[src/rtl/uart_pkg.sv]
// Shared UART definitions: receiver state encoding, bit-period helper and
// default clock/baud constants used by both uart_rx_stream and uart_tx.
package uart_pkg;

  localparam int DEF_CLK_FREQ = 27_000_000;
  localparam int DEF_BAUD     = 115_200;

  typedef enum logic [2:0] {
    IDLE,
    START,
    DATA,
    PARITY,
    STOP,
    BREAK
  } uart_state_e;

  function automatic int clks_per_bit(input int clk_freq, input int baud);
    return clk_freq / baud;
  endfunction

endpackage

[src/rtl/uart_rx_stream_if.sv]
// Byte-stream valid/ready bundle between the receiver (master) and its
// consumer (slave).
interface uart_rx_stream_if #(
  parameter int DATA_BITS = 8
) ();

  logic [DATA_BITS-1:0] m_data;
  logic                 m_valid;
  logic                 m_ready;

  modport master (output m_data, output m_valid, input m_ready);
  modport slave  (input m_data, input m_valid, output m_ready);

endinterface

[src/rtl/sync_fifo.sv]
// Single-clock FIFO with registered storage; the head entry drives rdata_o
// directly. Pointers carry one extra wrap bit to tell full from empty.
module sync_fifo #(
  parameter int WIDTH = 8,
  parameter int DEPTH = 4
) (
  input  logic             clk,
  input  logic             rst_n,
  input  logic             push_i,
  input  logic [WIDTH-1:0] wdata_i,
  input  logic             pop_i,
  output logic [WIDTH-1:0] rdata_o,
  output logic             full_o,
  output logic             empty_o
);

  localparam int AW = $clog2(DEPTH);

  logic [AW:0]      wr_q, wr_d;
  logic [AW:0]      rd_q, rd_d;
  logic [WIDTH-1:0] mem_q [DEPTH];
  logic             do_push;
  logic             do_pop;

  assign empty_o = (wr_q == rd_q);
  assign full_o  = (wr_q[AW] != rd_q[AW]) && (wr_q[AW-1:0] == rd_q[AW-1:0]);
  assign rdata_o = mem_q[rd_q[AW-1:0]];

  // A full FIFO still takes a push when the head leaves in the same cycle.
  assign do_pop  = pop_i && !empty_o;
  assign do_push = push_i && (!full_o || do_pop);

  always_comb begin
    wr_d = wr_q;
    rd_d = rd_q;
    if (do_push) wr_d = wr_q + 1'b1;
    if (do_pop)  rd_d = rd_q + 1'b1;
  end

  always_ff @(posedge clk or negedge rst_n) begin
    if (!rst_n) begin
      wr_q <= '0;
      rd_q <= '0;
      for (int i = 0; i < DEPTH; i++) mem_q[i] <= '0;
    end else begin
      wr_q <= wr_d;
      rd_q <= rd_d;
      if (do_push) mem_q[wr_q[AW-1:0]] <= wdata_i;
    end
  end

endmodule

[src/rtl/uart_rx_stream.sv]
// Oversampling UART receiver feeding a small FIFO with a valid/ready output.
// Define UART_RX_PARITY_EN to require an even parity bit and add parity_err.
module uart_rx_stream
  import uart_pkg::*;
#(
  parameter int CLK_FREQ   = DEF_CLK_FREQ,
  parameter int BAUD       = DEF_BAUD,
  parameter int DATA_BITS  = 8,
  parameter int FIFO_DEPTH = 4
) (
  input  logic clk,
  input  logic reset_n,
  input  logic rx,
  uart_rx_stream_if.master m,
  output logic frame_err,
  output logic overrun,
`ifdef UART_RX_PARITY_EN
  output logic parity_err,
`endif
  output logic busy
);

  localparam int CPB  = clks_per_bit(CLK_FREQ, BAUD);
  localparam int HALF = CPB / 2;
  localparam int CW   = $clog2(CPB);
  localparam int BW   = (DATA_BITS > 1) ? $clog2(DATA_BITS) : 1;

  logic                 rx_s1_q, rx_s2_q, rx_prev_q;
  logic                 fall_edge;
  uart_state_e          state_q, state_d;
  logic [CW-1:0]        cnt_q, cnt_d;
  logic [BW-1:0]        bit_q, bit_d;
  logic [DATA_BITS-1:0] shift_q, shift_d;
  logic                 frame_err_q, frame_err_d;
  logic                 overrun_q, overrun_d;
  logic                 push;
  logic                 pop;
  logic                 fifo_full, fifo_empty;
  logic [DATA_BITS-1:0] fifo_rdata;
`ifdef UART_RX_PARITY_EN
  logic                 par_bad_q, par_bad_d;
  logic                 parity_err_q, parity_err_d;
`endif

  // Synchronizer plus one extra flop so the start edge is seen on clean samples.
  always_ff @(posedge clk or negedge reset_n) begin
    if (!reset_n) begin
      rx_s1_q   <= 1'b1;
      rx_s2_q   <= 1'b1;
      rx_prev_q <= 1'b1;
    end else begin
      rx_s1_q   <= rx;
      rx_s2_q   <= rx_s1_q;
      rx_prev_q <= rx_s2_q;
    end
  end

  assign fall_edge = rx_prev_q && !rx_s2_q;

  always_comb begin
    state_d     = state_q;
    cnt_d       = cnt_q + 1'b1;
    bit_d       = bit_q;
    shift_d     = shift_q;
    frame_err_d = 1'b0;
    push        = 1'b0;
`ifdef UART_RX_PARITY_EN
    par_bad_d    = par_bad_q;
    parity_err_d = 1'b0;
`endif
    case (state_q)
      IDLE: begin
        cnt_d = '0;
        if (fall_edge) state_d = START;
      end
      START: begin
        if (cnt_q == CW'(HALF - 1)) begin
          cnt_d   = '0;
          bit_d   = '0;
          state_d = rx_s2_q ? IDLE : DATA;
        end
      end
      DATA: begin
        if (cnt_q == CW'(CPB - 1)) begin
          cnt_d   = '0;
          shift_d = {rx_s2_q, shift_q[DATA_BITS-1:1]};
          bit_d   = bit_q + 1'b1;
          if (bit_q == BW'(DATA_BITS - 1)) begin
`ifdef UART_RX_PARITY_EN
            state_d = PARITY;
`else
            state_d = STOP;
`endif
          end
        end
      end
`ifdef UART_RX_PARITY_EN
      PARITY: begin
        if (cnt_q == CW'(CPB - 1)) begin
          cnt_d     = '0;
          par_bad_d = ^{shift_q, rx_s2_q};
          state_d   = STOP;
        end
      end
`endif
      STOP: begin
        if (cnt_q == CW'(CPB - 1)) begin
          cnt_d = '0;
          if (rx_s2_q) begin
            state_d = IDLE;
`ifdef UART_RX_PARITY_EN
            if (par_bad_q) parity_err_d = 1'b1;
            else           push         = 1'b1;
`else
            push = 1'b1;
`endif
          end else begin
            // A low stop bit wins over a parity mismatch.
            frame_err_d = 1'b1;
            state_d     = BREAK;
          end
        end
      end
      BREAK: begin
        cnt_d = '0;
        if (rx_s2_q) state_d = IDLE;
      end
      default: begin
        cnt_d   = '0;
        state_d = IDLE;
      end
    endcase
  end

  assign pop       = !fifo_empty && m.m_ready;
  assign overrun_d = overrun_q || (push && fifo_full && !pop);

  always_ff @(posedge clk or negedge reset_n) begin
    if (!reset_n) begin
      state_q     <= IDLE;
      cnt_q       <= '0;
      bit_q       <= '0;
      frame_err_q <= 1'b0;
      overrun_q   <= 1'b0;
`ifdef UART_RX_PARITY_EN
      par_bad_q    <= 1'b0;
      parity_err_q <= 1'b0;
`endif
    end else begin
      state_q     <= state_d;
      cnt_q       <= cnt_d;
      bit_q       <= bit_d;
      frame_err_q <= frame_err_d;
      overrun_q   <= overrun_d;
`ifdef UART_RX_PARITY_EN
      par_bad_q    <= par_bad_d;
      parity_err_q <= parity_err_d;
`endif
    end
  end

  // Shift register is pure data; a partial byte is never pushed, so no reset.
  always_ff @(posedge clk) begin
    shift_q <= shift_d;
  end

  sync_fifo #(
    .WIDTH (DATA_BITS),
    .DEPTH (FIFO_DEPTH)
  ) u_fifo (
    .clk     (clk),
    .rst_n   (reset_n),
    .push_i  (push),
    .wdata_i (shift_q),
    .pop_i   (pop),
    .rdata_o (fifo_rdata),
    .full_o  (fifo_full),
    .empty_o (fifo_empty)
  );

  assign m.m_data  = fifo_rdata;
  assign m.m_valid = !fifo_empty;
  assign frame_err = frame_err_q;
  assign overrun   = overrun_q;
  assign busy      = (state_q != IDLE);
`ifdef UART_RX_PARITY_EN
  assign parity_err = parity_err_q;
`endif

endmodule

[src/flat_wrapper.sv]
// flat-port wrapper written by rule: the top's interface ports become plain ports
module uart_rx_stream_flat import uart_pkg::*;
#(
  parameter int CLK_FREQ   = DEF_CLK_FREQ,
  parameter int BAUD       = DEF_BAUD,
  parameter int DATA_BITS  = 8,
  parameter int FIFO_DEPTH = 4
)
  (clk, reset_n, rx, frame_err, overrun, busy, m_m_data, m_m_valid, m_m_ready);
  uart_rx_stream_if #(.DATA_BITS(DATA_BITS)) m_i ();
  input  logic clk;
  input  logic reset_n;
  input  logic rx;
  output logic frame_err;
  output logic overrun;
  output logic busy;
  output wire logic [$bits(m_i.m_data)-1:0] m_m_data;
  output wire logic [$bits(m_i.m_valid)-1:0] m_m_valid;
  input wire logic [$bits(m_i.m_ready)-1:0] m_m_ready;
  assign m_m_data = m_i.m_data;
  assign m_m_valid = m_i.m_valid;
  assign m_i.m_ready = m_m_ready;
  uart_rx_stream #(.CLK_FREQ(CLK_FREQ), .BAUD(BAUD), .DATA_BITS(DATA_BITS), .FIFO_DEPTH(FIFO_DEPTH)) u_core (.clk(clk), .reset_n(reset_n), .rx(rx), .m(m_i), .frame_err(frame_err), .overrun(overrun), .busy(busy));
endmodule
[config.mk]
export PLATFORM = sky130hd
export DESIGN_NAME = uart_rx_stream_flat
export DESIGN_NICKNAME = d
export VERILOG_FILES = /design/src/rtl/uart_pkg.sv /design/src/rtl/uart_rx_stream_if.sv /design/src/rtl/sync_fifo.sv /design/src/rtl/uart_rx_stream.sv /design/src/flat_wrapper.sv
export SDC_FILE = /design/constraint.sdc
export NUM_CORES = 1
export LEC_CHECK = 0
export BUFFER_PORTS_ARGS = -buffer_cell sky130_fd_sc_hd__buf_2
export CAP_MARGIN = 15
export CORE_MARGIN = 1
export CORE_UTILIZATION = 54
export DETAILED_ROUTE_END_ITERATION = 10
export GPL_TIMING_DRIVEN = 0
export PLACE_DENSITY = 0.7
export SLEW_MARGIN = 0
export SYNTH_ARGS = -nofsm -noshare
export SYNTH_HDL_FRONTEND = slang
export SYNTH_SLANG_ARGS = --single-unit
[constraint.sdc]
create_clock -name clk -period 1.97 [get_ports clk]
set_input_delay 0.394 -clock clk [delete_from_list [all_inputs] [get_ports clk]]
set_output_delay 0.394 -clock clk [all_outputs]
set_load 0.1 [all_outputs]
==> impl_metrics.xml <==
<?xml version="1.0" encoding="UTF-8"?>
<metrics>
  <group name="sta">
    <metric name="layout_setup_ws" unit="ps">-64.6</metric>
    <metric name="maxClockFrequency" unit="MHz">491</metric>
    <metric name="hold_violations" unit="">0</metric>
    <metric name="timing.clock.skew" unit="ps">5.35</metric>
    <metric name="setup-violations-final" unit="">8</metric>
    <metric name="timing_worst_slew_pin_value" unit="ps">606</metric>
    <metric name="rsz0062_at_grt" unit="">yes</metric>
    <metric name="period_minus_slack" unit="ps">2030</metric>
    <metric name="slew_headroom" unit="">0.596</metric>
    <metric name="timing.final.crit_share" unit="">1.03</metric>
    <metric name="slew_viol_final" unit="">0</metric>
  </group>
  <group name="routing">
    <metric name="postRouteAntennaNets" unit="">0</metric>
    <metric name="detailroute.via_count" unit="">1739</metric>
    <metric name="vias_per_std_cell" unit="">5.61</metric>
    <metric name="post_drt_wl_per_cell" unit="microns">17.6</metric>
    <metric name="router_iterations_before_antenna_repair" unit="">4</metric>
    <metric name="postRouteWirelength" unit="microns">5470</metric>
    <metric name="post-route-drc-count" unit="">0</metric>
    <metric name="dr_iter_0_viols" unit="">88</metric>
  </group>
  <group name="synthesis">
    <metric name="yosys.area_share.adder" unit="">0.0404</metric>
    <metric name="synth_area_leader" unit="">sky130_fd_sc_hd__dfrtp_1</metric>
    <metric name="synth_compound_area_frac" unit="">0.0323</metric>
    <metric name="yosysUniqueCellTypes" unit="">44</metric>
    <metric name="yosys-mux-area-fraction" unit="">0.208</metric>
    <metric name="postSynthNetCount" unit="">218</metric>
    <metric name="post-synth-top-area-fraction" unit="">0.436</metric>
    <metric name="synth_seq_area_share" unit="">0.539</metric>
    <metric name="syn-cell-area" unit="sq um">3100</metric>
    <metric name="synth_cells" unit="">204</metric>
    <metric name="syn_avg_cell_area" unit="sq um">15.2</metric>
    <metric name="synth.ff_latch_count" unit="">65</metric>
    <metric name="synth.area.top_cells" unit="">sky130_fd_sc_hd__dfrtp_1 44%, sky130_fd_sc_hd__edfxtp_1 7.8%, sky130_fd_sc_hd__mux2_4 7.8%, sky130_fd_sc_hd__mux2_2 7.3%, sky130_fd_sc_hd__mux4_2 5.8%</metric>
    <metric name="synth_xor_xnor_area_share" unit="">0.0444</metric>
    <metric name="dominant_combinational_cell_family_by_area_after_synthesis" unit="">multiplexers</metric>
    <metric name="yosys_warnings" unit="">0</metric>
    <metric name="synth-simple-area-share" unit="">0.107</metric>
  </group>
  <group name="placement">
    <metric name="place_congestion" unit="">0.876</metric>
    <metric name="dpl.hpwl" unit="microns">3500</metric>
    <metric name="io_buffers" unit="">15</metric>
    <metric name="dpl_cell_area" unit="sq um">3300</metric>
    <metric name="dp_cells" unit="">291</metric>
  </group>
  <group name="setup_path">
    <metric name="cp_data_required_time" unit="ps">1580</metric>
    <metric name="timing.critical_path.buf_inv" unit="">2</metric>
    <metric name="critical-path-max-stage-delay" unit="ps">510</metric>
    <metric name="crit_path_max_fanout" unit="">5</metric>
    <metric name="timing.setup.critical_path_class" unit="">reg2out</metric>
    <metric name="cp-start-kind" unit="">flop</metric>
    <metric name="cp_slowest_cell" unit="">sky130_fd_sc_hd__mux4_2</metric>
    <metric name="end_kind" unit="">primary output</metric>
    <metric name="timing.critical_path.max_delay_family" unit="">multiplexers</metric>
    <metric name="ff2ff_setup_slack" unit="ps">90</metric>
    <metric name="timing.critical_path.cells" unit="">clkbuf_16 -&gt; mux4_2 -&gt; buf_6</metric>
    <metric name="timing.critical_path.arrival" unit="ps">1640</metric>
  </group>
  <group name="clocking">
    <metric name="tritoncts" unit="">done</metric>
    <metric name="clkSlewWorstSetupHoldPaths" unit="ps">70</metric>
    <metric name="clock_sinks" unit="">65</metric>
    <metric name="number_of_buffers_inserted_during_clock_tree_synthesis" unit="">9</metric>
    <metric name="clock-root-buffer" unit="">sky130_fd_sc_hd__clkbuf_8</metric>
    <metric name="max-clock-path-buffers" unit="">2</metric>
    <metric name="cts-htree-levels" unit="">3</metric>
    <metric name="clkLatencyLatePin" unit="ps">330</metric>
  </group>
  <group name="status">
    <metric name="violations_in_the_final_reports" unit="">setup timing</metric>
    <metric name="outcome" unit="">finished, violations left</metric>
  </group>
  <group name="die">
    <metric name="area_of_the_placeable_core" unit="sq um">5510</metric>
    <metric name="floorplan.initialDensity" unit="">0.563</metric>
    <metric name="std_cell_rows" unit="">27</metric>
    <metric name="design.die.area" unit="sq um">6050</metric>
    <metric name="chipHeight" unit="microns">77.8</metric>
    <metric name="fp.dieW" unit="microns">77.8</metric>
    <metric name="i_o_pin_total" unit="">16</metric>
  </group>
  <group name="layout">
    <metric name="areaGrowthSynthToFinish" unit="%">15.5</metric>
    <metric name="layout.cells.non_filler" unit="">310</metric>
    <metric name="number_of_diodes_added_for_antenna_fixing" unit="">0</metric>
    <metric name="num-fill-cells" unit="">387</metric>
    <metric name="finalInstanceArea" unit="sq um">3580</metric>
    <metric name="post_route_cells_drive_above_1_share" unit="">0.408</metric>
    <metric name="layout.nets" unit="">247</metric>
  </group>
  <group name="power">
    <metric name="power.leakage" unit="nW">1.65</metric>
    <metric name="worst_ir_drop_vdd" unit="mV">0.716</metric>
    <metric name="p_per_area" unit="nW/um^2">809</metric>
  </group>
  <group name="global_route">
    <metric name="grt_max_degree" unit="">58</metric>
    <metric name="via_count_of_the_first_global_routing_pass" unit="">1842</metric>
    <metric name="grt_first_pass_wirelength" unit="microns">9160</metric>
    <metric name="gr-usage-all-layers" unit="">0.203</metric>
    <metric name="grt_antenna_before_repair" unit="">0</metric>
    <metric name="grt_overflow_total" unit="">0</metric>
  </group>
  <group name="run">
    <metric name="cap_violations" unit="">0</metric>
  </group>
  <group name="hold_path">
    <metric name="hp-class" unit="">in2async</metric>
  </group>
</metrics>
-- registers in the layout, indices dropped and copies added, names as in the netlist --
| signal | flops |
|---|---|
| u_core.bit_q | 3 |
| u_core.cnt_q | 8 |
| u_core.frame_err | 1 |
| u_core.overrun | 1 |
| u_core.rx_prev_q | 1 |
| u_core.rx_s1_q | 1 |
| u_core.rx_s2_q | 1 |
| u_core.shift_q | 8 |
| u_core.state_q | 3 |
| u_core.u_fifo.mem_q | 32 |
| u_core.u_fifo.rd_q | 3 |
| u_core.u_fifo.wr_q | 3 |
-- metrics by stage --
step | setup TNS [ps] | setup slack (ps) | hold slack [ps] | util | power, mW
floorplan | -485 | -294 | 98.4 | - | 1.86
global placement | 0 | 83.3 | 348 | 0.599 | 1.95
detailed placement | 0 | 19.9 | 349 | 0.599 | 1.99
CTS | -416 | -65.6 | 148 | 0.639 | 2.91
global route | -648 | -101 | 105 | 0.650 | 3.04
finish | -313 | -64.6 | 74.3 | 0.650 | 2.89
-- cells in the mapped netlist (all sizes together) --
master   instances
xor2             6
dfstp            3
xnor2            8
nor2b            3
o21bai           2
o31ai            1
dfrtp           54
a22o             2
edfxtp           8
or3b             1
nor2            10
o2bb2ai          1
and4bb           3
inv              5
and3             8
nand3b           2
and2             2
a31oi            1
and3b            1
mux2            36
o21ai            2
nor3             1
ha              10
nor4b            1
or3              1
nand4            3
a211oi           1
nand2            2
buf              7
nand3            7
a21o             1
nand4b           1
nand2b           1
mux4             8
a21oi            1
-- layer usage --
metal  GRT usage  vias to the layer above  share of wire
met5           0                        -              0
met4       0.115                        0          0.026
met3      0.0376                       16          0.023
met1       0.246                      894           0.43
li1            -                      803              -
met2       0.339                       26           0.52
-- power breakdown --
group          leakage (nW)  switching [mW]  internal [mW]  total [mW]
combinational         0.722           0.309          0.193       0.502
sequential            0.849          0.0557           1.41        1.47
clock                0.0754           0.475          0.447       0.922
total                  1.65           0.840           2.05        2.89
-- final cells by class --
cell class              count  area, sq um  share of cell area
flip-flops and latches     65         1670               0.467
multi-input cells         127         1380               0.384
repair buffers             19          198              0.0552
clock buffers              12          135              0.0378
well taps                  72         90.1              0.0252
plain buffers               6         70.1              0.0196
clock inverters             4         20.0             0.00559
inverters                   5         18.8             0.00524
-- placed cells by master (no fill, tap or decap), drive strengths merged, types with 2 or more instances in the layout --
cell    instances
o21bai          2
clkbuf         13
and2            2
nand2           2
dfstp           3
dfrtp          54
nand3           7
clkinv          3
inv             5
a22o            2
mux4            8
xnor2           8
nand3b          2
nand4           3
nor2b           3
ha             10
o21ai           2
buf            24
nor2           10
and4bb          3
edfxtp          8
mux2           36
and3            8
xor2            6
-- final timing paths --
| check | cells after the start | start | endpoint |
|---|---|---|---|
| worst min register to register | 0 | u_core.rx_s1_q$_DFF_PN1_ | u_core.rx_s2_q$_DFF_PN1_ |
| worst max register to register | 7 | u_core.cnt_q[1]$_DFF_PN0_ | u_core.u_fifo.mem_q[14]$_DFFE_PN0P_ |
| worst max-delay path | 3 | u_core.u_fifo.rd_q[0]$_DFFE_PN0P_ | m_m_data[0] |
| worst min-delay path | 1 | reset_n | u_core.u_fifo.mem_q[24]$_DFFE_PN0P_ |
| min in group clk | 1 | rx | u_core.rx_s1_q$_DFF_PN1_ |
| max in group asynchronous | 2 | reset_n | u_core.rx_s2_q$_DFF_PN1_ |
-- logic make-up (layout without fill, tap and decap cells) --
logic type / count (synthesis) / count (layout)
xor+xnor: 14 / 14
mux: 44 / 44
flops: 65 / 65
simple gates: 47 / 47
buf+inv: 12 / 46
fa+ha+maj: 10 / 10
compound gates: 12 / 12
-- what timing repair did --
| item | CTS | global route |
|---|---|---|
| resized for setup | 19 | 7 |
| setup endpoints to repair | 9 | 34 |
| setup buffers | 1 | 1 |
| hold buffers | 0 | 0 |
| gates cloned | 0 | 1 |
No activity file was read; power rests on OpenSTA's default activity.
